`config.mk`:
```
export PLATFORM = sky130hd
export DESIGN_NAME = host_cmd_parser
export DESIGN_NICKNAME = d
export VERILOG_FILES = /design/src/rtl/host_cmd_parser.sv
export SDC_FILE = /design/constraint.sdc
export NUM_CORES = 1
export LEC_CHECK = 0
export ABC_AREA = 1
export CAP_MARGIN = 20
export CORE_UTILIZATION = 32
export DETAILED_ROUTE_END_ITERATION = 7
export MAX_ROUTING_LAYER = met4
export SLEW_MARGIN = 5
export SYNTH_ARGS = -nofsm -noshare
export SYNTH_HDL_FRONTEND = slang
export SYNTH_SLANG_ARGS = --single-unit
```
`constraint.sdc`:
```
create_clock -name clk -period 2.4 [get_ports clk]
set_input_delay 0.36 -clock clk [delete_from_list [all_inputs] [get_ports clk]]
set_output_delay 0.36 -clock clk [all_outputs]
set_load 0.03 [all_outputs]
```
`src/rtl/host_cmd_parser.sv`:
```
// Host command frame parser: START, CMD, [ADDR], [PAYLOAD], CHK framing from the UART RX stream,
// with payload streaming, decoded command strobe, ACK/NAK response and error pulses.
module host_cmd_parser #(
    parameter int          ADDR_BYTES     = 4,
    parameter int          PAYLOAD_BYTES  = 4,
    parameter int          TIMEOUT_CYCLES = 100000,
    parameter logic [7:0]  START_BYTE     = 8'hA5,
    parameter logic [7:0]  ACK_BYTE       = 8'h5A,
    parameter logic [7:0]  NAK_BYTE       = 8'hEE
) (
    input  logic                    clk,
    input  logic                    reset,
    input  logic [7:0]              rx_data,
    input  logic                    rx_valid,
    output logic [7:0]              tx_data,
    output logic                    tx_valid,
    input  logic                    tx_ready,
    output logic [3:0]              host_cmd,
    output logic [8*ADDR_BYTES-1:0] cmd_addr,
    output logic                    cmd_valid,
    output logic [7:0]              pl_data,
    output logic                    pl_valid,
    output logic                    pl_last,
    output logic                    err_chk,
    output logic                    err_timeout,
    output logic                    err_cmd,
    output logic                    busy
);

    localparam int AW  = 8 * ADDR_BYTES;
    localparam int ACW = (ADDR_BYTES > 1) ? $clog2(ADDR_BYTES) : 1;
    localparam int PCW = (PAYLOAD_BYTES > 1) ? $clog2(PAYLOAD_BYTES) : 1;
    localparam int TW  = $clog2(TIMEOUT_CYCLES);

    localparam logic [3:0] CMD_NONE   = 4'd0;
    localparam logic [3:0] CMD_INIT   = 4'd1;
    localparam logic [3:0] CMD_STATUS = 4'd2;
    localparam logic [3:0] CMD_READ   = 4'd3;
    localparam logic [3:0] CMD_WRITE  = 4'd4;

    typedef enum logic [2:0] {
        S_IDLE      = 3'd0,
        S_GET_CMD   = 3'd1,
        S_GET_ADDR  = 3'd2,
        S_GET_DATA  = 3'd3,
        S_GET_CHK   = 3'd4,
        S_SEND_RESP = 3'd5
    } state_t;

    function automatic logic [3:0] decode_cmd(input logic [7:0] b);
        case (b)
            8'h10:   decode_cmd = CMD_INIT;
            8'h50:   decode_cmd = CMD_STATUS;
            8'h20:   decode_cmd = CMD_READ;
            8'h40:   decode_cmd = CMD_WRITE;
            default: decode_cmd = CMD_NONE;
        endcase
    endfunction

    function automatic logic [7:0] chk_fold(input logic [7:0] acc, input logic [7:0] b);
        chk_fold = acc ^ b;
    endfunction

    state_t           state_q;
    logic [3:0]       frame_cmd_q;
    logic [AW-1:0]    addr_q;
    logic [7:0]       chk_q;
    logic [ACW-1:0]   addr_cnt_q;
    logic [PCW-1:0]   pl_cnt_q;
    logic [TW-1:0]    timer_q;

    logic [7:0]       tx_data_q;
    logic             tx_valid_q;
    logic [3:0]       host_cmd_q;
    logic [AW-1:0]    cmd_addr_q;
    logic             cmd_valid_q;
    logic [7:0]       pl_data_q;
    logic             pl_valid_q;
    logic             pl_last_q;
    logic             err_chk_q;
    logic             err_timeout_q;
    logic             err_cmd_q;
    logic             busy_q;

    logic [AW-1:0]    addr_d;
    logic [7:0]       chk_d;
    logic [3:0]       rx_cmd;
    logic             in_frame;
    logic             timer_expired;

    assign addr_d        = (addr_q << 8) | AW'(rx_data);
    assign chk_d         = chk_fold(chk_q, rx_data);
    assign rx_cmd        = decode_cmd(rx_data);
    assign in_frame      = state_q inside {S_GET_CMD, S_GET_ADDR, S_GET_DATA, S_GET_CHK};
    assign timer_expired = (timer_q == TW'(TIMEOUT_CYCLES - 1));

    // Frame FSM: byte parsing, timeout supervision and all registered outputs.
    always_ff @(posedge clk) begin
        if (reset) begin
            state_q       <= S_IDLE;
            frame_cmd_q   <= CMD_NONE;
            addr_q        <= '0;
            chk_q         <= 8'h00;
            addr_cnt_q    <= '0;
            pl_cnt_q      <= '0;
            timer_q       <= '0;
            tx_data_q     <= 8'h00;
            tx_valid_q    <= 1'b0;
            host_cmd_q    <= CMD_NONE;
            cmd_addr_q    <= '0;
            cmd_valid_q   <= 1'b0;
            pl_data_q     <= 8'h00;
            pl_valid_q    <= 1'b0;
            pl_last_q     <= 1'b0;
            err_chk_q     <= 1'b0;
            err_timeout_q <= 1'b0;
            err_cmd_q     <= 1'b0;
            busy_q        <= 1'b0;
        end else begin
            cmd_valid_q   <= 1'b0;
            pl_valid_q    <= 1'b0;
            pl_last_q     <= 1'b0;
            err_chk_q     <= 1'b0;
            err_timeout_q <= 1'b0;
            err_cmd_q     <= 1'b0;
            timer_q       <= (rx_valid || !in_frame) ? '0 : timer_q + TW'(1);

            // A byte landing on the expiry cycle takes priority over the timeout.
            if (in_frame && !rx_valid && timer_expired) begin
                err_timeout_q <= 1'b1;
                timer_q       <= '0;
                state_q       <= S_IDLE;
                busy_q        <= 1'b0;
            end else begin
                case (state_q)
                    S_IDLE: begin
                        if (rx_valid && (rx_data == START_BYTE)) begin
                            addr_q     <= '0;
                            addr_cnt_q <= '0;
                            pl_cnt_q   <= '0;
                            state_q    <= S_GET_CMD;
                            busy_q     <= 1'b1;
                        end
                    end
                    S_GET_CMD: begin
                        if (rx_valid) begin
                            chk_q       <= rx_data;
                            frame_cmd_q <= rx_cmd;
                            case (rx_cmd)
                                CMD_INIT, CMD_STATUS: state_q <= S_GET_CHK;
                                CMD_READ, CMD_WRITE:  state_q <= S_GET_ADDR;
                                default: begin
                                    err_cmd_q  <= 1'b1;
                                    tx_data_q  <= NAK_BYTE;
                                    tx_valid_q <= 1'b1;
                                    state_q    <= S_SEND_RESP;
                                end
                            endcase
                        end
                    end
                    S_GET_ADDR: begin
                        if (rx_valid) begin
                            addr_q <= addr_d;
                            chk_q  <= chk_d;
                            if (addr_cnt_q == ACW'(ADDR_BYTES - 1)) begin
                                state_q <= (frame_cmd_q == CMD_WRITE) ? S_GET_DATA : S_GET_CHK;
                            end else begin
                                addr_cnt_q <= addr_cnt_q + ACW'(1);
                            end
                        end
                    end
                    S_GET_DATA: begin
                        if (rx_valid) begin
                            pl_data_q  <= rx_data;
                            pl_valid_q <= 1'b1;
                            chk_q      <= chk_d;
                            if (pl_cnt_q == PCW'(PAYLOAD_BYTES - 1)) begin
                                pl_last_q <= 1'b1;
                                state_q   <= S_GET_CHK;
                            end else begin
                                pl_cnt_q <= pl_cnt_q + PCW'(1);
                            end
                        end
                    end
                    S_GET_CHK: begin
                        if (rx_valid) begin
                            if (rx_data == chk_q) begin
                                cmd_valid_q <= 1'b1;
                                host_cmd_q  <= frame_cmd_q;
                                cmd_addr_q  <= addr_q;
                                tx_data_q   <= ACK_BYTE;
                            end else begin
                                err_chk_q   <= 1'b1;
                                tx_data_q   <= NAK_BYTE;
                            end
                            tx_valid_q <= 1'b1;
                            state_q    <= S_SEND_RESP;
                        end
                    end
                    S_SEND_RESP: begin
                        if (tx_ready) begin
                            tx_valid_q <= 1'b0;
                            state_q    <= S_IDLE;
                            busy_q     <= 1'b0;
                        end
                    end
                    default: begin
                        tx_valid_q <= 1'b0;
                        state_q    <= S_IDLE;
                        busy_q     <= 1'b0;
                    end
                endcase
            end
        end
    end

    assign tx_data     = tx_data_q;
    assign tx_valid    = tx_valid_q;
    assign host_cmd    = host_cmd_q;
    assign cmd_addr    = cmd_addr_q;
    assign cmd_valid   = cmd_valid_q;
    assign pl_data     = pl_data_q;
    assign pl_valid    = pl_valid_q;
    assign pl_last     = pl_last_q;
    assign err_chk     = err_chk_q;
    assign err_timeout = err_timeout_q;
    assign err_cmd     = err_cmd_q;
    assign busy        = busy_q;

endmodule

```
Word-level counts from Yosys, hierarchy flattened
Cells that the tools add are included.

operators by class
  add/sub/neg operators = 3
  equality and inequality tests = 31
  multiplexer cells = 43
  bitwise operators = 9
  reduce and logical (&&, ||, !) cells = 35

operators by type and width
  kind                     number
  $mux W32                 2
  $pmux W32 S2             1
  $mux W8                  6
  $or A32 B8 Y32           1
  $pmux W8 S2              2
  $mux W3                  9
  $reduce_or A4 Y1         5
  $ne A2 B2 Y1 const B     9
  $pmux W3 S6              1
  $add A17 B1 Y17 const B  1
  $eq A17 B17 Y1 const B   1
  $eq A8 B7 Y1 const B     2
  $reduce_and A5 Y1        3
  $eq A3 B2 Y1 const B     4
  $pmux W3 S4              1
  $reduce_and A4 Y1        3
  $mux W1                  11
  $mux W2                  5
  $eq A3 B3 Y1 const B     3
  $reduce_and A3 Y1        3
  $reduce_or A3 Y1         3
  $eq A8 B5 Y1 const B     1
  $eq A8 B6 Y1 const B     1
  $eq A8 B8 Y1             1
  other kinds (21)         42

storage, ports and cells
  register bits = 128
  bits of input ports = 12
  output and inout port bits = 60
  logic and storage cells = 140

Logic depth before layout (Yosys ltp)
Gate-level depths: netlist of the first run.

  depth in word-level cells = 7
  gate-level depth with buffers = 14

Worst setup path after synthesis of the first run
No wires, ideal clock.

  path kind = reg-to-reg
  start point = register timer_q[0]
  end point = register addr_q[10]
  library setup time = 128 ps
  arrival = 1516 ps
  required time = 2272 ps
  path slack = 757 ps
  stages on the path, launching flop included = 15
  buffers on the path = 2
  period minus slack after synthesis = 1643 ps
  cell sequence = dfxtp_1 -> ha_1 -> nand2_1 -> inv_1 -> nand2_1 -> nor2_1 -> nand2_1 -> nor2_1 -> nor2_2 -> nand2_2 -> buf_6 -> buf_6 -> nand2_1 -> o21ai_1 -> nor2_1

on the way
  word-level cells in the longest chain between the ends = 4

RTL lines
  item                         line  text
  start, declared              70    logic [TW-1:0] timer_q;
  start signal, assigned       126   timer_q <= (rx_valid || !in_frame) ? '0 : timer_q + TW'(1);
  $eq A17 B17 Y1               95    assign timer_expired = (timer_q == TW'(TIMEOUT_CYCLES - 1));
  $logic_and A1 B1 Y1          129   if (in_frame && !rx_valid && timer_expired) begin
  $not A1 Y1 (no line)         n/a
  $reduce_and A4 Y1 (no line)  n/a
  end signal, assigned         163   addr_q <= addr_d;
  end, declared                66    logic [AW-1:0] addr_q;

Every way passes these cells.
A chain may end at the register's enable or synchronous reset.

Final worst setup path of the first run
  start point = register state_q[2]
  end point = register err_chk_q, in the netlist err_chk

on the way
  word-level cells in the longest chain between the ends = 5

RTL lines
  item                                  line  text
  start, declared                       64    state_t state_q;
  start signal, assigned                166   state_q <= (frame_cmd_q == CMD_WRITE) ? S_GET_DATA : S_GET_CHK;
  $eq A3 B1 Y1 (tied with other cells)  94    assign in_frame = state_q inside {S_GET_CMD, S_GET_ADDR, S_GET_DATA, S_GET_CHK};
  $reduce_bool A4 Y1                    94
  $logic_and A1 B1 Y1 (2 in a row)      129
  $reduce_or A4 Y1 (no line) (*)        n/a
  end signal, assigned                  115   err_chk_q <= 1'b0;
  end signal, assigned                  123   err_chk_q <= 1'b0;
  end signal, assigned                  193   err_chk_q <= 1'b1;
  end, declared                         80    logic err_chk_q;

Mark *: on every way between the ends. The rest lies on a longest branch, timed or not.

==> run_results.csv, run 1 <==
group,metric,value,unit
critical_path,start_to_end_type_of_the_worst_setup_path,"flop to flop",
cts,cts.repair.resized,0,
min_path,worst_hold_path_type,"primary input to flop",
placed_design,port-buffer-count,69,
timing,worst_slew_margin_rel,0.6156,
grt,pin_count_of_the_biggest_net_entering_global_routing,58,
cts,cts_inserted_buffers,17,
synthesis,netlist.top_cell.by_area,"sky130_fd_sc_hd__dfxtp_1",
floorplan,die_height,133.7,µm
pwr,leakage_power,3.238,nW
timing,grt_setup_unrepaired,"no",
placed_design,routability_congestion_estimate_from_global_placement,0.8317,
floorplan,row_count,47,
routing,routed_wl,13.45,mm
cts,cts.htree.levels,4,
routing,wl_met1,6.711,mm
pwr,total_power,5.649,mW
grt,wire_length_of_the_first_global_routing_pass,22.78,mm
cts,cts-root-to-sink-buffers,2,
timing,fmax,479.6,MHz
finish,fin_util,0.4281,
floorplan,die_area,17870,µm²
critical_path,critical_path_arrival,2.39,ns
synthesis,synthesis.area_per_instance,6.606,µm²
cts,clkSinkCount,121,
cts,post-cts-setup-buffer-count,0,
cts,clk_latency,0.42,ns
routing,routed_wire_length_per_instance,11.77,µm
synthesis,synth.cells.most_frequent,"195 x sky130_fd_sc_hd__nand2_1, 192 x sky130_fd_sc_hd__nor2_1, 121 x sky130_fd_sc_hd__dfxtp_1",
synthesis,ys_seq_area_frac,0.4365,
synthesis,synth-async-reset-ratio,0,
finish,areaGrowthSynthToFinish,29.29,%
critical_path,crit_fanout,11,
critical_path,cp-end-kind,"flop",
grt,grt.total_usage,0.1649,
finish,fraction_of_layout_cells_with_a_size_suffix_above_1,0.07367,
timing,fin_crit,2.085,ns
pwr,power.switching_fraction,0.2296,
grt,antenna_found_initial,0,
routing,detailroute.wirelength.met2,5.984,mm
pwr,design_internal_power,4.352,mW
synthesis,synth.area.top_cells,"sky130_fd_sc_hd__dfxtp_1 44%, sky130_fd_sc_hd__nand2_1 13%, sky130_fd_sc_hd__nor2_1 13%, sky130_fd_sc_hd__inv_1 7.3%, sky130_fd_sc_hd__a21oi_1 3.2%",
synthesis,synth_top_area_share,0.4365,
pwr,power.switching,1.297,mW
status,outcome,"completed",
finish,final_cell_area,7174,µm²
pwr,comb_power_frac,0.090,
routing,via_count,5039,
synthesis,synth.ff_latch_count,121,
synthesis,number_of_synthesized_flops_with_an_enable_pin,0,
floorplan,io_pins,72,
cts,clock-root-buffer,"sky130_fd_sc_hd__clkbuf_16",
timing,worst_slew_pin_slew,0.5766,ns
finish,antennaDiodeCount,0,
cts,cts_tree,"yes",
critical_path,critPathRequiredTime,2.70,ns
routing,post-route-drc-count,0,
finish,finish.net_count,925,
timing,timing.final.setup_violations,0,
floorplan,die_width,133.7,µm
flow_run,max_cap_violations,0,
timing,hold_violations,0,
pwr,power-per-cell-area,787.3,nW/µm²
routing,ant_nets,0,
routing,via_per_inst,4.409,
timing,period_share,0.8688,
pwr,seq_pwr_share,0.380,
routing,drt_pre_antenna_iters,5,
placed_design,post_dp_cell_area,6482,µm²
cts,cts_clk_pin_slew_worst_paths,0.06,ns
synthesis,synth_cell_type_count,34,
pwr,clock_power_share,0.530,
pwr,ir_drop,0.5273,mV
synthesis,ys.warnings.count,0,
floorplan,floorplan.core_area,16760,µm²
routing,wl_met3,599,µm
timing,final-max-slew-violation-count,0,
synthesis,synth_flop_cell,"sky130_fd_sc_hd__dfxtp_1",
floorplan,starting_utilization_of_the_core_area,0.3311,
routing,maxUsedRoutingLayer,"met4",
synthesis,post_synth_instance_area,5549,µm²
routing,dr.first_iter.drc_count,308,
critical_path,worst_setup_path_start_kind,"flop",
timing,finalClockSkew,0.007440,ns
cts,ctsHoldBuffers,0,
grt,grt_overflow,0,
timing,timing.setup.tns,0,ns
placed_design,dpl.hpwl,9.533,mm
synthesis,synthCells,840,
grt,vias_in_the_first_global_route,4746,
synthesis,post-synth-top-count-cell,"sky130_fd_sc_hd__nand2_1",
area by class of cell:
class / instances / area, µm²
clock inverter: 12 / 245.2
tap: 220 / 275.3
timing repair buffer: 91 / 875.8
sequential: 121 / 2422
clock buffer: 20 / 446.7
inverter: 114 / 427.9
fill: 1733 / 9585
multi-input combinational: 565 / 2481
cells by family (layout without fill, tap and decap cells):
group                      count (synthesis)  in the layout  synth area share
DFF                                      121            121            0.4365
xor gates and xnor gates                  13             13           0.02052
AOI/OAI and AO/OA                         89             89           0.08162
buffers and inverters                    155            237            0.1170
and+or+nand+nor                          458            458            0.3369
adders and majority gates                  3              3          0.006765
other                                      1              2         0.0006758
layer usage:
metal  GRT usage  vias up
met5           -        -
met4     0.04861        0
met3     0.04376       16
met2      0.2491      110
met1      0.2144     2207
li1            -     2706
worst max-delay path, cell delays in order, from the launching register on:
cell and delay [ns]:
sky130_fd_sc_hd__dfxtp_1 0.47, sky130_fd_sc_hd__inv_2 0.11, sky130_fd_sc_hd__nand2_1 0.33, sky130_fd_sc_hd__nand3_2 0.13
sky130_fd_sc_hd__nand2_1 0.11, sky130_fd_sc_hd__inv_1 0.06, sky130_fd_sc_hd__nand2_1 0.15, sky130_fd_sc_hd__nand2_1 0.27
sky130_fd_sc_hd__nor4_1 0.35
sequential cells by signal, summed over array words and instances, names as in the netlist, 3 cells and up:
| name | count |
|---|---|
| addr_q | 32 |
| chk_q | 8 |
| cmd_addr | 32 |
| frame_cmd_q | 3 |
| host_cmd | 3 |
| pl_data | 8 |
| state_q | 3 |
| timer_q | 17 |
| tx_data | 3 |
cell usage in the layout, fill, tap and decap left out, types with 4 or more instances in the layout:
cell type | synthesis | final
sky130_fd_sc_hd__xor2_1 | 8 | 8
sky130_fd_sc_hd__inv_1 | 108 | 108
sky130_fd_sc_hd__clkbuf_16 | 0 | 17
sky130_fd_sc_hd__o21ai_0 | 26 | 26
sky130_fd_sc_hd__nand4_1 | 13 | 13
sky130_fd_sc_hd__nand2_1 | 195 | 195
sky130_fd_sc_hd__buf_4 | 7 | 20
sky130_fd_sc_hd__inv_2 | 4 | 4
sky130_fd_sc_hd__o21ai_1 | 25 | 25
sky130_fd_sc_hd__nor3_1 | 12 | 12
sky130_fd_sc_hd__bufinv_16 | 0 | 7
sky130_fd_sc_hd__dfxtp_1 | 121 | 121
sky130_fd_sc_hd__clkdlybuf4s50_1 | 0 | 68
sky130_fd_sc_hd__nand3_1 | 27 | 27
sky130_fd_sc_hd__xnor2_1 | 5 | 5
sky130_fd_sc_hd__a21oi_1 | 36 | 36
sky130_fd_sc_hd__nor2_1 | 192 | 192
path summary, 6_finish.rpt:
kind	from	end	slack [ns]	cells past startpoint
min reg2reg	timer_q[0]$_SDFF_PP0_	timer_q[0]$_SDFF_PP0_	0.45	1
max	state_q[2]$_SDFFE_PP0P_	err_chk$_SDFF_PP0_	0.31	8
max reg2reg	state_q[2]$_SDFFE_PP0P_	err_chk$_SDFF_PP0_	0.31	8
min	reset	host_cmd[1]$_SDFFE_PP0P_	0.42	4
power by group through the flow:
stage | sequential, mW | clock, mW | combinational, mW
after floorplan | 2.19 | 0 | 0.370
after global placement | 2.19 | 0 | 0.501
after detailed placement | 2.19 | 0 | 0.506
after CTS | 2.15 | 3.05 | 0.509
after global routing | 2.15 | 3.14 | 0.579
final | 2.14 | 2.99 | 0.510
stage by stage:
stage	cells	hold WS, ns	worst slack, ns
floorplan	841	0.4175	0.7565
global placement	1111	0.4322	0.1928
detailed placement	1111	0.4393	0.1728
CTS	1143	0.3969	0.2800
global route	1143	0.4465	0.08513
finish	1143	0.4227	0.3149
Note: power is estimated with default switching activity, not from simulation.
==> run 2: changes to the inputs <==
Settings changed: CORE_MARGIN from default to 2, SETUP_SLACK_MARGIN from default to 0.2.
Clock period 2.4 ns to 2.1 ns, I/O delays scaled along.
==> run 2 against run 1 <==
  * Die area grew 3.0%
  * Hold slack got worse by 0.088 ns
  * Global-route usage shrank 0.12 points
  * Clock power about the same
  * Sequential power rose by 14%
  * Register-to-register slack improved by 0.02 ns
  * First-iteration DRC count up 12%
  * Wire length rose by 4.5%
  * Count of clock-buffer cells in the layout stayed put
  * Final area rose by 2.7%
  * Final cell count up 2.5%
  * Flip-flop and latch count unchanged
  * Largest cell class unchanged
  * Highest routed layer unchanged
==> run_results.csv, run 2 (synthesis results as in run 1) <==
group,metric,value,unit
routing,routed_wire_length_per_instance,12.00,µm
placed_design,dpl.hpwl,9.727,mm
cts,cts_clk_pin_slew_worst_paths,0.05,ns
placed_design,place_worst_setup_slack,-0.09152,ns
placed_design,post_dp_cell_area,6671,µm²
routing,ant_nets,0,
routing,post-route-drc-count,0,
finish,mostFrequentLayoutCells,"193 x sky130_fd_sc_hd__nand2_1, 190 x sky130_fd_sc_hd__nor2_1, 118 x sky130_fd_sc_hd__dfxtp_1, 107 x sky130_fd_sc_hd__inv_1, 68 x sky130_fd_sc_hd__clkdlybuf4s50_1",
timing,timing.setup.tns,0,ns
grt,antenna_found_initial,0,
timing,worst_slew_margin_rel,0.5993,
cts,ctsHoldBuffers,0,
floorplan,io_pins,72,
cts,cts.htree.levels,4,
min_path,worst_hold_path_type,"primary input to flop",
critical_path,cp-end-kind,"output pin",
floorplan,row_count,48,
finish,multi_input_area,2505,µm²
status,outcome,"completed",
cts,cts_inserted_buffers,17,
critical_path,critical_path_arrival,1.47,ns
grt,grt_overflow,0,
grt,grt.total_usage,0.1637,
critical_path,critPathRequiredTime,1.78,ns
pwr,power-per-cell-area,823.3,nW/µm²
critical_path,top_family_by_delay_on_critical_path,"buffers and inverters",
floorplan,floorplan.core_area,17120,µm²
timing,fin_crit,1.790,ns
critical_path,worst_path_max_stage_delay,0.69,ns
critical_path,crit_fanout,4,
finish,final_common_cell,"sky130_fd_sc_hd__nand2_1",
floorplan,die_height,135.7,µm
routing,drt_pre_antenna_iters,5,
finish,fraction_of_layout_cells_with_a_size_suffix_above_1,0.1077,
flow_run,max_cap_violations,0,
critical_path,crit_path_top_delay_cell,"sky130_fd_sc_hd__clkdlybuf4s50_1",
finish,antennaDiodeCount,0,
timing,hold_violations,0,
finish,finish.net_count,949,
placed_design,routability_congestion_estimate_from_global_placement,0.8694,
cts,clk_latency,0.42,ns
finish,areaGrowthSynthToFinish,32.72,%
timing,worst_slew_pin_slew,0.6010,ns
routing,via_count,5219,
critical_path,timing.critical_path.buf_inv,1,
finish,final.fill_count,1783,
timing,period_share,0.8522,
grt,vias_in_the_first_global_route,4881,
critical_path,worst_setup_path_start_kind,"flop",
floorplan,die_width,135.7,µm
timing,final-max-slew-violation-count,0,
placed_design,port-buffer-count,69,
floorplan,starting_utilization_of_the_core_area,0.3242,
timing,fmax,558.8,MHz
timing,timing.final.setup_violations,0,
pwr,ir_drop,0.5579,mV
timing,final_critical_path_setup_slack,0.3103,ns
grt,pin_count_of_the_biggest_net_entering_global_routing,55,
routing,via_per_inst,4.453,
timing,grt_setup_unrepaired,"no",
cts,clkSinkCount,121,
routing,routed_wl,14.06,mm
critical_path,start_to_end_type_of_the_worst_setup_path,"flop to output pin",
finish,sequential_cell_area,2426,µm²
critical_path,ordered_list_of_cells_on_the_worst_path,"clkdlybuf4s50_1",
grt,wire_length_of_the_first_global_routing_pass,23.28,mm
cts,cts-root-to-sink-buffers,2,
routing,dr.first_iter.drc_count,344,
timing,finalClockSkew,0.006563,ns
cts,cts_tree,"yes",
cts,clock-root-buffer,"sky130_fd_sc_hd__clkbuf_16",
finish,final_cell_area,7365,µm²
pwr,total_power,6.063,mW
floorplan,die_area,18410,µm²
pwr,leakage_power,3.349,nW
[run 2: cell types whose count changed in the layout (fill, tap and decap cells not counted), sizes merged]
cell | before | now
buf | 23 | 46
clkbuf | 20 | 21
clkinv | 6 | 10
bufinv | 7 | 3
[run 2: cell type report]
type / count / area share
multi-input combinational: 565 / 0.3401
clock buffer: 20 / 0.06201
sequential: 121 / 0.3294
clock inverter: 12 / 0.02022
timing repair buffer: 115 / 0.1519
inverter: 114 / 0.05810
tap: 225 / 0.03823
[run 2: final timing paths]
| kind | from | end | slack, ns | cells after the start |
|---|---|---|---|---|
| worst max-delay path | tx_data[5]$_SDFFE_PP0P_ | tx_data[5] | 0.31 | 1 |
| worst max register to register | timer_q[0]$_SDFF_PP0_ | addr_q[15]$_SDFFE_PP0P_ | 0.33 | 13 |
| worst min register to register | timer_q[0]$_SDFF_PP0_ | timer_q[0]$_SDFF_PP0_ | 0.41 | 1 |
| worst min-delay path | reset | cmd_addr[1]$_SDFFE_PP0P_ | 0.33 | 4 |
[run 2: per-layer routing]
layer | wire, µm | vias to the layer above | GRT usage
met1 | 6842 | 2330 | 0.2122
met2 | 6312 | 102 | 0.2483
met3 | 758 | 14 | 0.04527
met4 | 149 | 0 | 0.05035
li1 | - | 2773 | -
met5 | 0 | - | -
[run 2: stage by stage]
stage | std cells | hold slack, ns | utilization
after floorplan | 841 | 0.4175 | -
after global placement | 1137 | 0.4332 | 0.3898
after detailed placement | 1137 | 0.4398 | 0.3898
after CTS | 1170 | 0.3064 | 0.4269
after global routing | 1172 | 0.3591 | 0.4303
final | 1172 | 0.3349 | 0.4303
[run 2: what timing repair did]
item | CTS | global route
endpoints found under the hold margin | 0 | 0
gates cloned | 1 | 1
resized for setup | 2 | 10
endpoints found under the setup margin | 25 | 39
pin swaps | 1 | 2
setup buffers | 0 | 1
[run 2: power by group]
part	internal [mW]	leakage [nW]	switching, mW
clock	1.92	0.300	1.05
sequential	2.39	0.977	0.0605
combinational	0.248	2.07	0.398
[run 2: tightest hold or removal path: stages]
cell and delay [ns]:
sky130_fd_sc_hd__buf_2 0.11, sky130_fd_sc_hd__clkinv_1 0.15, sky130_fd_sc_hd__nand2_1 0.07, sky130_fd_sc_hd__nor2_1 0.07
==> run 3: changes to the inputs <==
Settings changed: GPL_ROUTABILITY_DRIVEN from default to 0.
==> results of run 3 <==
The final DEF is identical to that of run 2; final timing and power are the same.
